File: config.mk
export PLATFORM = sky130hd
export DESIGN_NAME = image_mem_arbiter
export DESIGN_NICKNAME = d
export VERILOG_FILES = /design/src/rtl/image_mem_arbiter.sv
export SDC_FILE = /design/constraint.sdc
export NUM_CORES = 1
export LEC_CHECK = 0
export CAP_MARGIN = 20
export CORE_MARGIN = 1.5
export CORE_UTILIZATION = 23
export CTS_BUF_LIST = sky130_fd_sc_hd__clkbuf_16
export DETAILED_ROUTE_END_ITERATION = 7
export PLACE_DENSITY_LB_ADDON = 0.1
export SYNTH_ARGS = -nofsm -noshare
export SYNTH_HDL_FRONTEND = slang
export SYNTH_SLANG_ARGS = --single-unit
File: constraint.sdc
create_clock -name clk -period 1.95 [get_ports clk]
set_input_delay 0.2925 -clock clk [delete_from_list [all_inputs] [get_ports clk]]
set_output_delay 0.2925 -clock clk [all_outputs]
set_load 0.05 [all_outputs]
File: src/rtl/image_mem_arbiter.sv
// Arbitrates the shared image memory between processor load/store and DMA,
// routes processor accesses by address and returns registered read data.
module image_mem_arbiter #(
    parameter int unsigned         DATA_W   = 22,
    parameter int unsigned         PIX_W    = 8,
    parameter logic [DATA_W-1:0]   IMG_BASE = 22'h00_8000,
    parameter int unsigned         MAX_WAIT = 4
) (
    input  logic              clk,
    input  logic              reset,
    input  logic              cpu_read,
    input  logic              cpu_write,
    input  logic [DATA_W-1:0] cpu_adr,
    input  logic [DATA_W-1:0] cpu_wdata,
    output logic              cpu_stall,
    output logic              cpu_rvalid,
    output logic [DATA_W-1:0] cpu_rdata,
    input  logic              dma_req,
    input  logic              dma_we,
    input  logic [DATA_W-1:0] dma_adr,
    input  logic [PIX_W-1:0]  dma_wdata,
    output logic              dma_gnt,
    output logic              dma_rvalid,
    output logic [PIX_W-1:0]  dma_rdata,
    output logic              dm_we,
    output logic              img_we,
    output logic [DATA_W-1:0] mem_adr,
    output logic [DATA_W-1:0] mem_wdata,
    input  logic [DATA_W-1:0] dm_rdata,
    input  logic [PIX_W-1:0]  img_rdata
);

    typedef enum logic {CPU_PRI, DMA_FORCE} state_t;

    localparam logic [3:0] MAX_CNT = 4'(MAX_WAIT);

    state_t      r_state, w_state_nxt;
    logic [3:0]  r_wait_cnt, w_wait_cnt_nxt;
    logic        r_pend_cpu, r_pend_dma, r_src_img;

    logic        w_cpu_req, w_cpu_img, w_cpu_data, w_cpu_imgreq;
    logic        w_cpu_acc, w_dma_acc, w_refuse;

    assign w_cpu_req    = cpu_read | cpu_write;
    assign w_cpu_img    = (cpu_adr >= IMG_BASE);
    assign w_cpu_data   = w_cpu_req & ~w_cpu_img;
    assign w_cpu_imgreq = w_cpu_req & w_cpu_img;

    // Data requests always win because mem_adr is shared; they still count as a DMA refusal.
    always_comb begin
        w_cpu_acc = 1'b0;
        w_dma_acc = 1'b0;
        w_refuse  = 1'b0;
        if (w_cpu_data) begin
            w_cpu_acc = 1'b1;
            w_refuse  = dma_req;
        end else if (r_state == DMA_FORCE && dma_req) begin
            w_dma_acc = 1'b1;
        end else if (w_cpu_imgreq) begin
            w_cpu_acc = 1'b1;
            w_refuse  = dma_req;
        end else if (dma_req) begin
            w_dma_acc = 1'b1;
        end
    end

    always_comb begin
        w_state_nxt    = r_state;
        w_wait_cnt_nxt = r_wait_cnt;
        if (!dma_req || w_dma_acc) begin
            w_state_nxt    = CPU_PRI;
            w_wait_cnt_nxt = '0;
        end else if (w_refuse) begin
            if (r_wait_cnt < MAX_CNT)
                w_wait_cnt_nxt = r_wait_cnt + 4'd1;
            if (w_wait_cnt_nxt >= MAX_CNT)
                w_state_nxt = DMA_FORCE;
        end
    end

    always_comb begin
        cpu_stall = w_cpu_req & ~w_cpu_acc;
        dma_gnt   = w_dma_acc;
        dm_we     = 1'b0;
        img_we    = 1'b0;
        mem_adr   = '0;
        mem_wdata = '0;
        if (w_cpu_acc) begin
            mem_adr = cpu_adr;
            if (cpu_write) begin
                mem_wdata = cpu_wdata;
                dm_we     = reset & ~w_cpu_img;
                img_we    = reset & w_cpu_img;
            end
        end else if (w_dma_acc) begin
            mem_adr = dma_adr;
            if (dma_we) begin
                mem_wdata = {{(DATA_W-PIX_W){1'b0}}, dma_wdata};
                img_we    = reset;
            end
        end
    end

    always_ff @(posedge clk) begin
        if (!reset) begin
            r_state    <= CPU_PRI;
            r_wait_cnt <= '0;
            r_pend_cpu <= 1'b0;
            r_pend_dma <= 1'b0;
            r_src_img  <= 1'b0;
        end else begin
            r_state    <= w_state_nxt;
            r_wait_cnt <= w_wait_cnt_nxt;
            r_pend_cpu <= w_cpu_acc & cpu_read;
            r_pend_dma <= w_dma_acc & ~dma_we;
            r_src_img  <= w_cpu_acc ? w_cpu_img : 1'b1;
        end
    end

    // Memories register their read data, so the mux below returns a registered value.
    assign cpu_rvalid = r_pend_cpu;
    assign dma_rvalid = r_pend_dma;
    assign cpu_rdata  = !r_pend_cpu ? '0
                      : r_src_img   ? {{(DATA_W-PIX_W){1'b0}}, img_rdata}
                      :               dm_rdata;
    assign dma_rdata  = r_pend_dma ? img_rdata : '0;

endmodule

==> run_results.csv, run 1 <==
group,metric,value,unit
outcome,stop_error,"[ERROR DPL-0033] detailed placement checks failed during check placement.",
place,dpl_cell_area,4310,µm²
yosys,ys_warn_count,0,
yosys,syn_area,1190,µm²
floorplan,ioPinCount,190,
clock_tree,cts_buffer_depth,2,
timing,worstEndpointType,"top-level output",
yosys,syn_inst,178,
place,gp_congestion,0.742,
yosys,ys_seq_area_share,13.5,%
clock_tree,cts_buffers,3,
clock_tree,cts_num_sinks,8,
place,io_buffers,189,
yosys,yosys.area.top_type,"dfxtp_1",
yosys,synthArstFlopShare,0,%
outcome,outcome,"aborted with a tool error",
timing,grt-worst-endpoint,"mem_wdata[7]",
floorplan,start_util,24.5,%
yosys,synth-edff-count,0,
yosys,synth_fp_nets,289,
floorplan,core.rowCount,25,
yosys,synth_top_area_share,13.5,%
clock_tree,postCtsHoldBufs,0,
floorplan,die_w,74.8,µm
clock_tree,ctsHtreeMaxLevel,1,
outcome,lastStage,"5_1_grt",
grt,antenna_found_initial,1,
yosys,synth_top_cells_by_count,"nand2_1 (38), and2_1 (24), and3_1 (16)",
grt,grt_max_degree,24,
clock_tree,clockRootBuffer,"clkbuf_16",
floorplan,dieHeight,74.8,µm
yosys,syn_area_per_cell,6.66,µm²
yosys,yosysMostFrequentCell,"nand2_1",
yosys,ys_types,32,
place,dpl.hpwl,6630,µm
yosys,synth_area_leaders,"dfxtp_1 (14%), and2_1 (13%), nand2_1 (12%)",
yosys,ys_seq_elements,8,
yosys,synth_ff_type,"dfxtp_1",
[through the flow]
step	std cells	TNS [ns]	worst slack, ns	hold slack, ns	utilization, %
3_5_place_dp	442	-22.63	-0.550	0.479	88.9
4_1_cts	453	-5.40	-0.170	0.486	94.9
3_3_place_gp	442	-20.78	-0.501	0.456	88.9
2_1_floorplan	178	-2.75	-0.250	0.410	-
[logic make-up after synthesis]
kind of cell	share of synthesized area, %
and+or+nand+nor	48.1
AOI/OAI and AO/OA	24.6
buffers and inverters	5.27
muxes	6.75
DFF	13.5
xor gates and xnor gates	0.739
adders and majority gates	1.05
[timing repair]
action | in CTS
endpoints found under the setup margin | 48
cloned | 1
resized for setup | 58
pin swaps | 19
buffers inserted | 8
==> inputs of run 2 (changes only) <==
--- a/config.mk
+++ b/config.mk
@@ -7,10 +7,9 @@
 export LEC_CHECK = 0
 export CAP_MARGIN = 20
 export CORE_MARGIN = 1.5
-export CORE_UTILIZATION = 23
-export CTS_BUF_LIST = sky130_fd_sc_hd__clkbuf_16
+export CORE_UTILIZATION = 20
 export DETAILED_ROUTE_END_ITERATION = 7
-export PLACE_DENSITY_LB_ADDON = 0.1
+export PLACE_DENSITY_LB_ADDON = 0.15
 export SYNTH_ARGS = -nofsm -noshare
 export SYNTH_HDL_FRONTEND = slang
 export SYNTH_SLANG_ARGS = --single-unit
==> run 2 against run 1 <==
  * Synthesized cell count unchanged
  * Area after synthesis did not move
  * The flow now finishes, with violations (negative setup slack)
==> run_results.csv, run 2 <==
group,metric,value,unit
timing,fin_ws,-0.242,ns
clock_tree,clk_pin_slew_worst_paths,0.04,ns
yosys,ys_seq_elements,8,
clock_tree,cts_buffers,3,
worst_hold_path,hold-path-cell-count,2,
worst_setup_path,start_kind,"input pin",
yosys,synth_top_family_by_area,"simple AND/OR/NAND/NOR gates",
routing,drt_iter0_markers,98,
floorplan,core,5610,µm²
yosys,syn_area_per_cell,6.66,µm²
flow_run,cap_violations,0,
clock_tree,ctsHtreeMaxLevel,1,
worst_setup_path,crit_path_end_kind,"output port",
timing,finalCriticalPeriod,2.19,ns
yosys,syn_area,1190,µm²
yosys,synth-edff-count,0,
yosys,synth_area_leaders,"dfxtp_1 (14%), and2_1 (13%), nand2_1 (12%)",
worst_setup_path,r2r-start,"r_state",
cells_and_area,fillers,290,
place,dpl.hpwl,5990,µm
worst_setup_path,critPathArrivalTime,1.90,ns
grt,grt-ovfl-total,0,
floorplan,ioPinCount,190,
clock_tree,worstSkewPairLatency,0.23,ns
worst_hold_path,min-delay-start,"r_wait_cnt[3]",
yosys,synth_compound_area_share,24.6,%
yosys,synth_ff_type,"dfxtp_1",
outcome,failed_checks,"negative setup slack",
worst_hold_path,min_to,"r_wait_cnt[3]",
routing,vias,2325,
grt,antenna_found_initial,0,
timing,whs,0.477,ns
yosys,yosys.area.top_type,"dfxtp_1",
pwr,powerDensity,346,nW/µm²
timing,fmax,0.456,GHz
worst_hold_path,hold_path.class,"flop to flop",
grt,grt_pass1_vias,2403,
grt,gr-usage-all-layers,26.5,%
cells_and_area,top_register,"r_wait_cnt",
floorplan,core.rowCount,27,
floorplan,dieHeight,80.0,µm
cells_and_area,final_nets,501,
cells_and_area,final_common_cell,"clkdlybuf4s50_1",
yosys,synthArstFlopShare,0,%
yosys,ys_warn_count,0,
timing,slew_violations,0,
timing,finalCritPeriodShare,112,%
yosys,syn_inst,178,
worst_setup_path,cp.required,1.66,ns
worst_setup_path,crit_path_frequent_cell,"buf_12",
place,io_buffers,189,
cells_and_area,antenna_cells,0,
outcome,outcome,"finished with violations",
clock_tree,cts_buffer_depth,2,
place,dp_cells,448,
routing,drc_errors,0,
yosys,ys_seq_area_share,13.5,%
worst_setup_path,critical_path.max_fanout,7,
yosys,synth_fp_nets,289,
yosys,synth-xor-area-share,0.738,%
worst_setup_path,max_stage_delay,0.58,ns
yosys,synth_adder_area_share,1.05,%
routing,wl,9570,µm
cells_and_area,fin_cells,460,
timing,setup_violations,47,
yosys,synth-simple-area-share,48.1,%
cells_and_area,mostFrequentLayoutCells,"clkdlybuf4s50_1 (103), buf_12 (81), nand2_1 (37)",
timing,hold_viol_final,0,
yosys,synth_mux_area_share,6.75,%
worst_setup_path,cp_slowest_cell,"or4_4",
place,place_ws,-0.527,ns
timing,tightestPinTransition,0.546,ns
worst_setup_path,worst-r2r-setup-slack,0.81,ns
timing,fin_skew,0.00378,ns
yosys,yosysMostFrequentCell,"nand2_1",
cells_and_area,final_layout_size_suffix_gt1_share,45.1,%
yosys,synth_top_cells_by_count,"nand2_1 (38), and2_1 (24), and3_1 (16)",
grt,grt_max_degree,24,
place,gp_congestion,0.777,
worst_setup_path,r2r-end,"dma_rvalid",
timing,slew_headroom,63.5,%
pwr,peakVddDrop,0.000241,V
worst_setup_path,crit_start,"cpu_adr[17]",
pwr,p_leak,1.96,nW
clock_tree,cts_num_sinks,8,
worst_setup_path,crit_path_cell_trace,"buf_6 > or4_4 > o21ai_4 > a21boi_4 > buf_12 > a22o_4 > buf_12",
yosys,synth_top_area_share,13.5,%
routing,drt_pass1_iterations,4,
routing,ant_nets,0,
worst_setup_path,rr_worst_depth,5,
cells_and_area,largest_register_ffs,4,
floorplan,dieArea,6400,µm²
clock_tree,cts_tree,"done",
clock_tree,clockRootBuffer,"clkbuf_8",
floorplan,die_w,80.0,µm
worst_setup_path,critPathKind,"input pin to output port",
cells_and_area,area_delta_synth_final,296,%
grt,grt_pass1_wl,13000,µm
routing,wl_per_cell,20.8,µm
yosys,ys_types,32,
timing,rsz0062_at_grt,"true",
routing,drt-vias-per-instance,5.05,
floorplan,start_util,21.2,%
==> run 2: cell counts after synthesis <==
No cell type changed its count.
==> run 2: final cells by class <==
| cell class | instances | area, µm² | share of cell area [%] |
|---|---|---|---|
| sequential | 8 | 160 | 3.41 |
| inverter | 1 | 3.75 | 0.0799 |
| timing repair buffer | 218 | 3000 | 63.8 |
| tap | 72 | 90.1 | 1.92 |
| multi-input combinational | 158 | 1400 | 29.9 |
| clock buffer | 3 | 41.3 | 0.879 |
==> run 2: what timing repair did <==
| action | CTS | global route |
|---|---|---|
| buffers inserted | 7 | 2 |
| setup endpoints to repair | 48 | 48 |
| hold buffers | 0 | 0 |
| resized for setup | 61 | 14 |
| pin swaps | 21 | 14 |
| gates cloned | 1 | 1 |
==> run 2: how the worst max path moves through the flow <==
| stage | depth (start not counted) | endpoint | slack, ns |
|---|---|---|---|
| 2_1_floorplan | 4 | mem_adr[16] | -0.25 |
| 3_3_place_gp | 7 | mem_adr[16] | -0.49 |
| 3_5_place_dp | 7 | mem_adr[16] | -0.53 |
| 4_1_cts | 8 | mem_adr[5] | -0.22 |
| 5_1_grt | 8 | mem_adr[5] | -0.26 |
| 6_report | 7 | mem_wdata[4] | -0.24 |
==> run 2: worst max-delay path: cells and delay by family <==
family	cells	cell delay, ns
buffers and inverters	3	0.40
AND/OR/NAND/NOR	1	0.58
AO/OA/AOI/OAI	3	0.62
==> run 2: routing by layer <==
| metal | wire length (µm) | track usage [%] | up-vias |
|---|---|---|---|
| met1 | 3110 | 26.1 | 1050 |
| met3 | 941 | 7.77 | 36 |
| met4 | 478 | 11.2 | 0 |
| met2 | 5050 | 50.7 | 183 |
| met5 | 0 | 0 | - |
| li1 | - | - | 1056 |
==> run 2: stage by stage <==
stage	total power [mW]	instance area (µm²)	setup TNS (ns)	utilization (%)
final	1.63	4700	-8.07	83.8
after global routing	1.68	4700	-9.22	83.8
after CTS	1.58	4630	-6.14	82.6
after detailed placement	1.33	4350	-22.87	77.6
after global placement	1.32	4350	-20.92	77.6
after floorplan	0.676	1450	-2.75	-
==> run 2: logic make-up (layout without fill, tap and decap cells) <==
| logic type | count (synthesis) | count (layout) |
|---|---|---|
| AO/OA/AOI/OAI | 40 | 40 |
| AND/OR/NAND/NOR | 107 | 108 |
| XOR/XNOR | 1 | 1 |
| buffers and inverters | 13 | 222 |
| multiplexers | 8 | 8 |
| adder cells (fa/ha/maj) | 1 | 1 |
| flip-flops | 8 | 8 |
==> run 2: power breakdown <==
part / internal, mW / switching, mW
Clock: 0.133 / 0.0611
Combinational: 0.671 / 0.587
Sequential: 0.169 / 0.00469
Power figures use the tool's default switching activity.
==> inputs of run 3 (changes only) <==
--- a/config.mk
+++ b/config.mk
@@ -5,11 +5,14 @@
 export SDC_FILE = /design/constraint.sdc
 export NUM_CORES = 1
 export LEC_CHECK = 0
+export ABC_AREA = 0
 export CAP_MARGIN = 20
 export CORE_MARGIN = 1.5
 export CORE_UTILIZATION = 20
+export CTS_BUF_LIST = sky130_fd_sc_hd__clkbuf_16
 export DETAILED_ROUTE_END_ITERATION = 7
 export PLACE_DENSITY_LB_ADDON = 0.15
+export SETUP_SLACK_MARGIN = 0.2
 export SYNTH_ARGS = -nofsm -noshare
 export SYNTH_HDL_FRONTEND = slang
 export SYNTH_SLANG_ARGS = --single-unit
==> run 3 against run 2 <==
  * The flow still finishes with violations (negative setup slack)
  * Largest power group unchanged
  * Sequential power is essentially flat
  * Sequential share of layout area is essentially flat
  * Non-clock buffer count shrank 4
  * Die area is the same
  * Final area grew 0.27%
  * Wire length shrank 18%
==> run_results.csv, run 3 (synthesis gave the netlist of run 2 again) <==
group,metric,value,unit
timing,whs,0.482,ns
worst_setup_path,cp_slowest_cell,"or4_4",
worst_setup_path,crit_path_frequent_cell,"buf_12",
cells_and_area,final_layout_size_suffix_gt1_share,46.5,%
worst_setup_path,cp.required,1.66,ns
routing,ant_nets,0,
timing,rsz0062_at_grt,"true",
place,gp_congestion,0.773,
clock_tree,cts_buffers,3,
pwr,peakVddDrop,0.000229,V
timing,fmax,0.468,GHz
timing,fin_skew,0.000728,ns
cells_and_area,largest_register_ffs,4,
cells_and_area,fin_cells,455,
worst_setup_path,r2r-start,"r_state",
worst_hold_path,hold-path-cell-count,2,
clock_tree,clockRootBuffer,"clkbuf_16",
grt,grt-ovfl-total,0,
worst_setup_path,critical_path.max_fanout,8,
timing,finalSetupTns,-6.23,ns
worst_setup_path,endpoint,"mem_wdata[3]",
outcome,outcome,"finished with violations",
timing,slew_violations,0,
cells_and_area,area_delta_synth_final,297,%
clock_tree,cts_buffer_depth,2,
routing,drt_pass1_iterations,5,
floorplan,die_w,80.0,µm
worst_setup_path,critPathArrivalTime,1.84,ns
flow_run,cap_violations,0,
timing,setup_violations,47,
routing,drt-vias-per-instance,4.83,
place,io_buffers,189,
grt,gr-usage-all-layers,23.1,%
timing,tightestPinTransition,0.483,ns
grt,grt_max_degree,24,
pwr,powerDensity,371,nW/µm²
worst_setup_path,crit_path_end_kind,"output port",
floorplan,ioPinCount,190,
clock_tree,cts_tree,"done",
cells_and_area,final_nets,496,
timing,hold_viol_final,0,
pwr,p_leak,1.97,nW
floorplan,core.rowCount,27,
worst_hold_path,hold_path.class,"flop to flop",
place,dp_cells,446,
floorplan,start_util,21.2,%
grt,antenna_found_initial,0,
worst_setup_path,crit_start,"cpu_adr[16]",
cells_and_area,fillers,289,
clock_tree,clk_pin_slew_worst_paths,0.04,ns
cells_and_area,antenna_cells,0,
routing,wl,7890,µm
worst_setup_path,critPathKind,"input pin to output port",
outcome,failed_checks,"negative setup slack",
timing,finalCritPeriodShare,109,%
clock_tree,ctsHtreeMaxLevel,1,
clock_tree,cts_num_sinks,8,
worst_setup_path,r2r-end,"cpu_rvalid",
cells_and_area,mostFrequentLayoutCells,"clkdlybuf4s50_1 (101), buf_12 (82), nand2_1 (38)",
floorplan,dieArea,6400,µm²
routing,drt_iter0_markers,73,
cells_and_area,final_common_cell,"clkdlybuf4s50_1",
routing,vias,2196,
clock_tree,worstSkewPairLatency,0.23,ns
routing,drc_errors,0,
floorplan,dieHeight,80.0,µm
floorplan,core,5610,µm²
worst_setup_path,rr_worst_depth,5,
worst_setup_path,start_kind,"input pin",
worst_setup_path,max_stage_delay,0.58,ns
worst_setup_path,worst-r2r-setup-slack,0.66,ns
clock_tree,postCtsHoldBufs,0,
timing,fin_ws,-0.185,ns
routing,wl_per_cell,17.3,µm
place,dpl.hpwl,6120,µm
timing,slew_headroom,67.9,%
grt,grt_pass1_wl,11600,µm
worst_setup_path,crit_path_cell_trace,"buf_6 > or4_4 > o21ai_4 > a21boi_4 > buf_12 > a22o_2 > buf_12",
timing,finalCriticalPeriod,2.14,ns
cells_and_area,top_register,"r_wait_cnt",
grt,grt_pass1_vias,2331,
-- run 3: layout make-up --
cell class	instances	area, µm²	share of cell area, %
Tap cell	72	90.1	1.91
Multi-Input combinational cell	157	1410	29.8
Inverter	1	3.75	0.0797
Timing Repair Buffer	214	2970	63.2
Sequential cell	8	161	3.43
Clock buffer	3	75.1	1.59
-- run 3: worst min-delay path by stage --
stage                        startpoint             to  slack [ns]
after floorplan                   reset      r_src_img        0.41
after global placement    r_wait_cnt[3]  r_wait_cnt[3]        0.45
after detailed placement  r_wait_cnt[3]  r_wait_cnt[3]        0.46
after CTS                 r_wait_cnt[3]  r_wait_cnt[3]        0.47
after global routing      r_wait_cnt[3]  r_wait_cnt[3]        0.49
final                     r_wait_cnt[3]  r_wait_cnt[3]        0.48
-- run 3: critical path, delay by kind of cell --
| family | cells | cell delay (ns) |
|---|---|---|
| buf+inv | 3 | 0.39 |
| compound gates | 3 | 0.58 |
| simple gates | 1 | 0.58 |
-- run 3: report_power, final --
group / internal (mW) / switching [mW] / leakage [nW]
clock: 0.264 / 0.0761 / 0.0370
combinational: 0.669 / 0.561 / 1.86
sequential: 0.169 / 0.00593 / 0.0656
total: 1.10 / 0.643 / 1.97
-- run 3: metrics by stage --
step / utilization [%] / power (mW) / setup slack (ns) / area (µm²)
after floorplan: - / 0.688 / -0.0216 / 1500
after global placement: 77.7 / 1.32 / -0.529 / 4360
after detailed placement: 77.7 / 1.34 / -0.584 / 4360
after CTS: 81.9 / 1.72 / -0.180 / 4590
after global routing: 84.0 / 1.81 / -0.233 / 4710
final: 84.0 / 1.74 / -0.185 / 4710
-- run 3: timing repair --
item | 4_1_cts | 5_1_grt
resized for setup | 50 | 16
hold endpoints to repair | 0 | 0
buffers inserted | 4 | 1
pin swaps | 17 | 9
endpoints found under the setup margin | 68 | 48
gates cloned | 0 | 1
-- run 3: layer usage --
layer / global-route usage [%] / part of all wire (%) / up-vias
met5: 0 / 0 / -
met4: 4.83 / 2.7 / 0
met3: 5.94 / 7.7 / 19
met2: 47.6 / 56 / 123
met1: 22.5 / 33 / 1007
li1: - / - / 1047
==> inputs of run 4 (changes only) <==
--- a/config.mk
+++ b/config.mk
@@ -9,7 +9,6 @@
 export CAP_MARGIN = 20
 export CORE_MARGIN = 1.5
 export CORE_UTILIZATION = 20
-export CTS_BUF_LIST = sky130_fd_sc_hd__clkbuf_16
 export DETAILED_ROUTE_END_ITERATION = 7
 export PLACE_DENSITY_LB_ADDON = 0.15
 export SETUP_SLACK_MARGIN = 0.2
==> run 4 against run 3 <==
  * The flow still finishes with violations (negative setup slack)
  * Utilization fell by 0.56 points
  * Clock skew is 0.0014 ns higher
  * Flip-flop and latch count stayed put
  * Via count rose by 3.0%
  * First-iteration DRC count down 38%
  * Die area did not move
  * Global-route usage up 0.37 points
  * Maximum frequency up 0.37%
  * Hold slack better by 0.035 ns
  * Register-to-register slack about the same
==> run_results.csv, run 4 (synthesis gave the netlist of run 2 again) <==
group,metric,value,unit
outcome,outcome,"finished with violations",
outcome,failed_checks,"negative setup slack",
grt,grt_pass1_wl,11700,µm
clock_tree,cts_tree,"done",
routing,drt_iter0_markers,45,
timing,finalCriticalPeriod,2.13,ns
routing,wl,8380,µm
timing,slew_violations,0,
floorplan,ioPinCount,190,
floorplan,start_util,21.2,%
floorplan,dieHeight,80.0,µm
pwr,p_leak,1.95,nW
routing,drt-met1-wl,2640,µm
grt,grt_pass1_vias,2382,
timing,rsz0062_at_grt,"true",
worst_setup_path,start_kind,"input pin",
worst_setup_path,critPathArrivalTime,1.83,ns
clock_tree,worstSkewPairLatency,0.23,ns
place,dpl.hpwl,6120,µm
cells_and_area,top_register,"r_wait_cnt",
cells_and_area,largest_register_ffs,4,
cells_and_area,final_common_cell,"clkdlybuf4s50_1",
timing,fin_skew,0.00212,ns
cells_and_area,stdcell_area,4680,µm²
worst_setup_path,critical_path.max_fanout,8,
timing,tightestPinTransition,0.483,ns
routing,drt_pass1_iterations,4,
place,io_buffers,189,
routing,drt-vias-per-instance,4.96,
routing,ant_nets,0,
place,gp_congestion,0.773,
floorplan,core.rowCount,27,
worst_setup_path,critPathKind,"input pin to output port",
timing,hold_viol_final,0,
grt,gr-usage-all-layers,23.5,%
worst_hold_path,hold_path.class,"flop to flop",
clock_tree,cts_num_sinks,8,
worst_hold_path,hold-path-cell-count,2,
cells_and_area,mostFrequentLayoutCells,"clkdlybuf4s50_1 (101), buf_12 (83), nand2_1 (38)",
cells_and_area,area_delta_synth_final,294,%
cells_and_area,final_nets,497,
routing,routed.top_layer,"met4",
timing,slew_headroom,67.9,%
pwr,finalPower,1.61,mW
grt,grt_max_degree,24,
clock_tree,ctsHtreeMaxLevel,1,
cells_and_area,post-route-util,83.4,%
flow_run,cap_violations,0,
routing,drc_errors,0,
cells_and_area,final_layout_size_suffix_gt1_share,46.6,%
routing,wl_met2,4790,µm
floorplan,dieArea,6400,µm²
clock_tree,clk_pin_slew_worst_paths,0.04,ns
place,place_ws,-0.584,ns
worst_setup_path,rr_worst_depth,5,
place,dpl_cell_area,4360,µm²
worst_setup_path,crit_path_end_kind,"output port",
routing,dr_wl_met3,667,µm
clock_tree,cts_buffers,3,
timing,finalCritPeriodShare,109,%
pwr,peakVddDrop,0.000220,V
routing,wl_per_cell,18.4,µm
timing,fin_ws,-0.177,ns
floorplan,core,5610,µm²
clock_tree,cts_buffer_depth,2,
pwr,powerDensity,345,nW/µm²
grt,grt-ovfl-total,0,
timing,whs,0.517,ns
worst_setup_path,cp.required,1.66,ns
timing,setup_violations,47,
timing,fmax,0.470,GHz
clock_tree,postCtsHoldBufs,0,
cells_and_area,antenna_cells,0,
clock_tree,clockRootBuffer,"clkbuf_8",
routing,vias,2261,
grt,antenna_found_initial,0,
floorplan,die_w,80.0,µm
## run 4: path summary, 6_finish.rpt
| path | start | end | slack (ns) |
|---|---|---|---|
| max reg2reg | r_state | cpu_rvalid | 0.65 |
| min reg2reg | r_wait_cnt[1] | r_wait_cnt[1] | 0.52 |
| max | cpu_adr[16] | mem_wdata[3] | -0.18 |
| min | r_wait_cnt[1] | r_wait_cnt[1] | 0.52 |
## run 4: per-layer routing
metal,vias up,global-route usage (%)
li1,1045,-
met1,1041,22.6
met2,146,46.7
met3,29,6.06
met4,0,8.97
met5,-,0
## run 4: worst max-delay path, stage by stage
cell      delay (ns)
buf_6           0.10
or4_4           0.57
o21ai_4         0.25
a21boi_4        0.09
buf_12          0.15
a22o_2          0.23
buf_12          0.15
## run 4: what timing repair did
action | 4_1_cts | 5_1_grt
setup endpoints to repair | 69 | 48
gates resized for setup | 49 | 16
setup buffers | 4 | 2
gates cloned | 0 | 1
pin swaps | 17 | 9
## run 4: per-stage QoR
| step | std cells | TNS [ns] |
|---|---|---|
| 2_1_floorplan | 178 | -0.172 |
| 3_3_place_gp | 446 | -21.32 |
| 3_5_place_dp | 446 | -22.77 |
| 4_1_cts | 453 | -5.80 |
| 5_1_grt | 456 | -7.88 |
| 6_report | 456 | -5.95 |
## run 4: area by class of cell
| cell class | instances | area [µm²] |
|---|---|---|
| Timing Repair Buffer | 215 | 2980 |
| Multi-Input combinational cell | 157 | 1410 |
| Fill cell | 294 | 930 |
| Sequential cell | 8 | 161 |
| Tap cell | 72 | 90.1 |
| Clock buffer | 3 | 41.3 |
| Inverter | 1 | 3.75 |
## run 4: report_power, final
group | total [mW] | switching [mW] | internal (mW)
Clock | 0.203 | 0.0691 | 0.134
Combinational | 1.24 | 0.567 | 0.669
Sequential | 0.175 | 0.00616 | 0.169
Total | 1.61 | 0.642 | 0.972
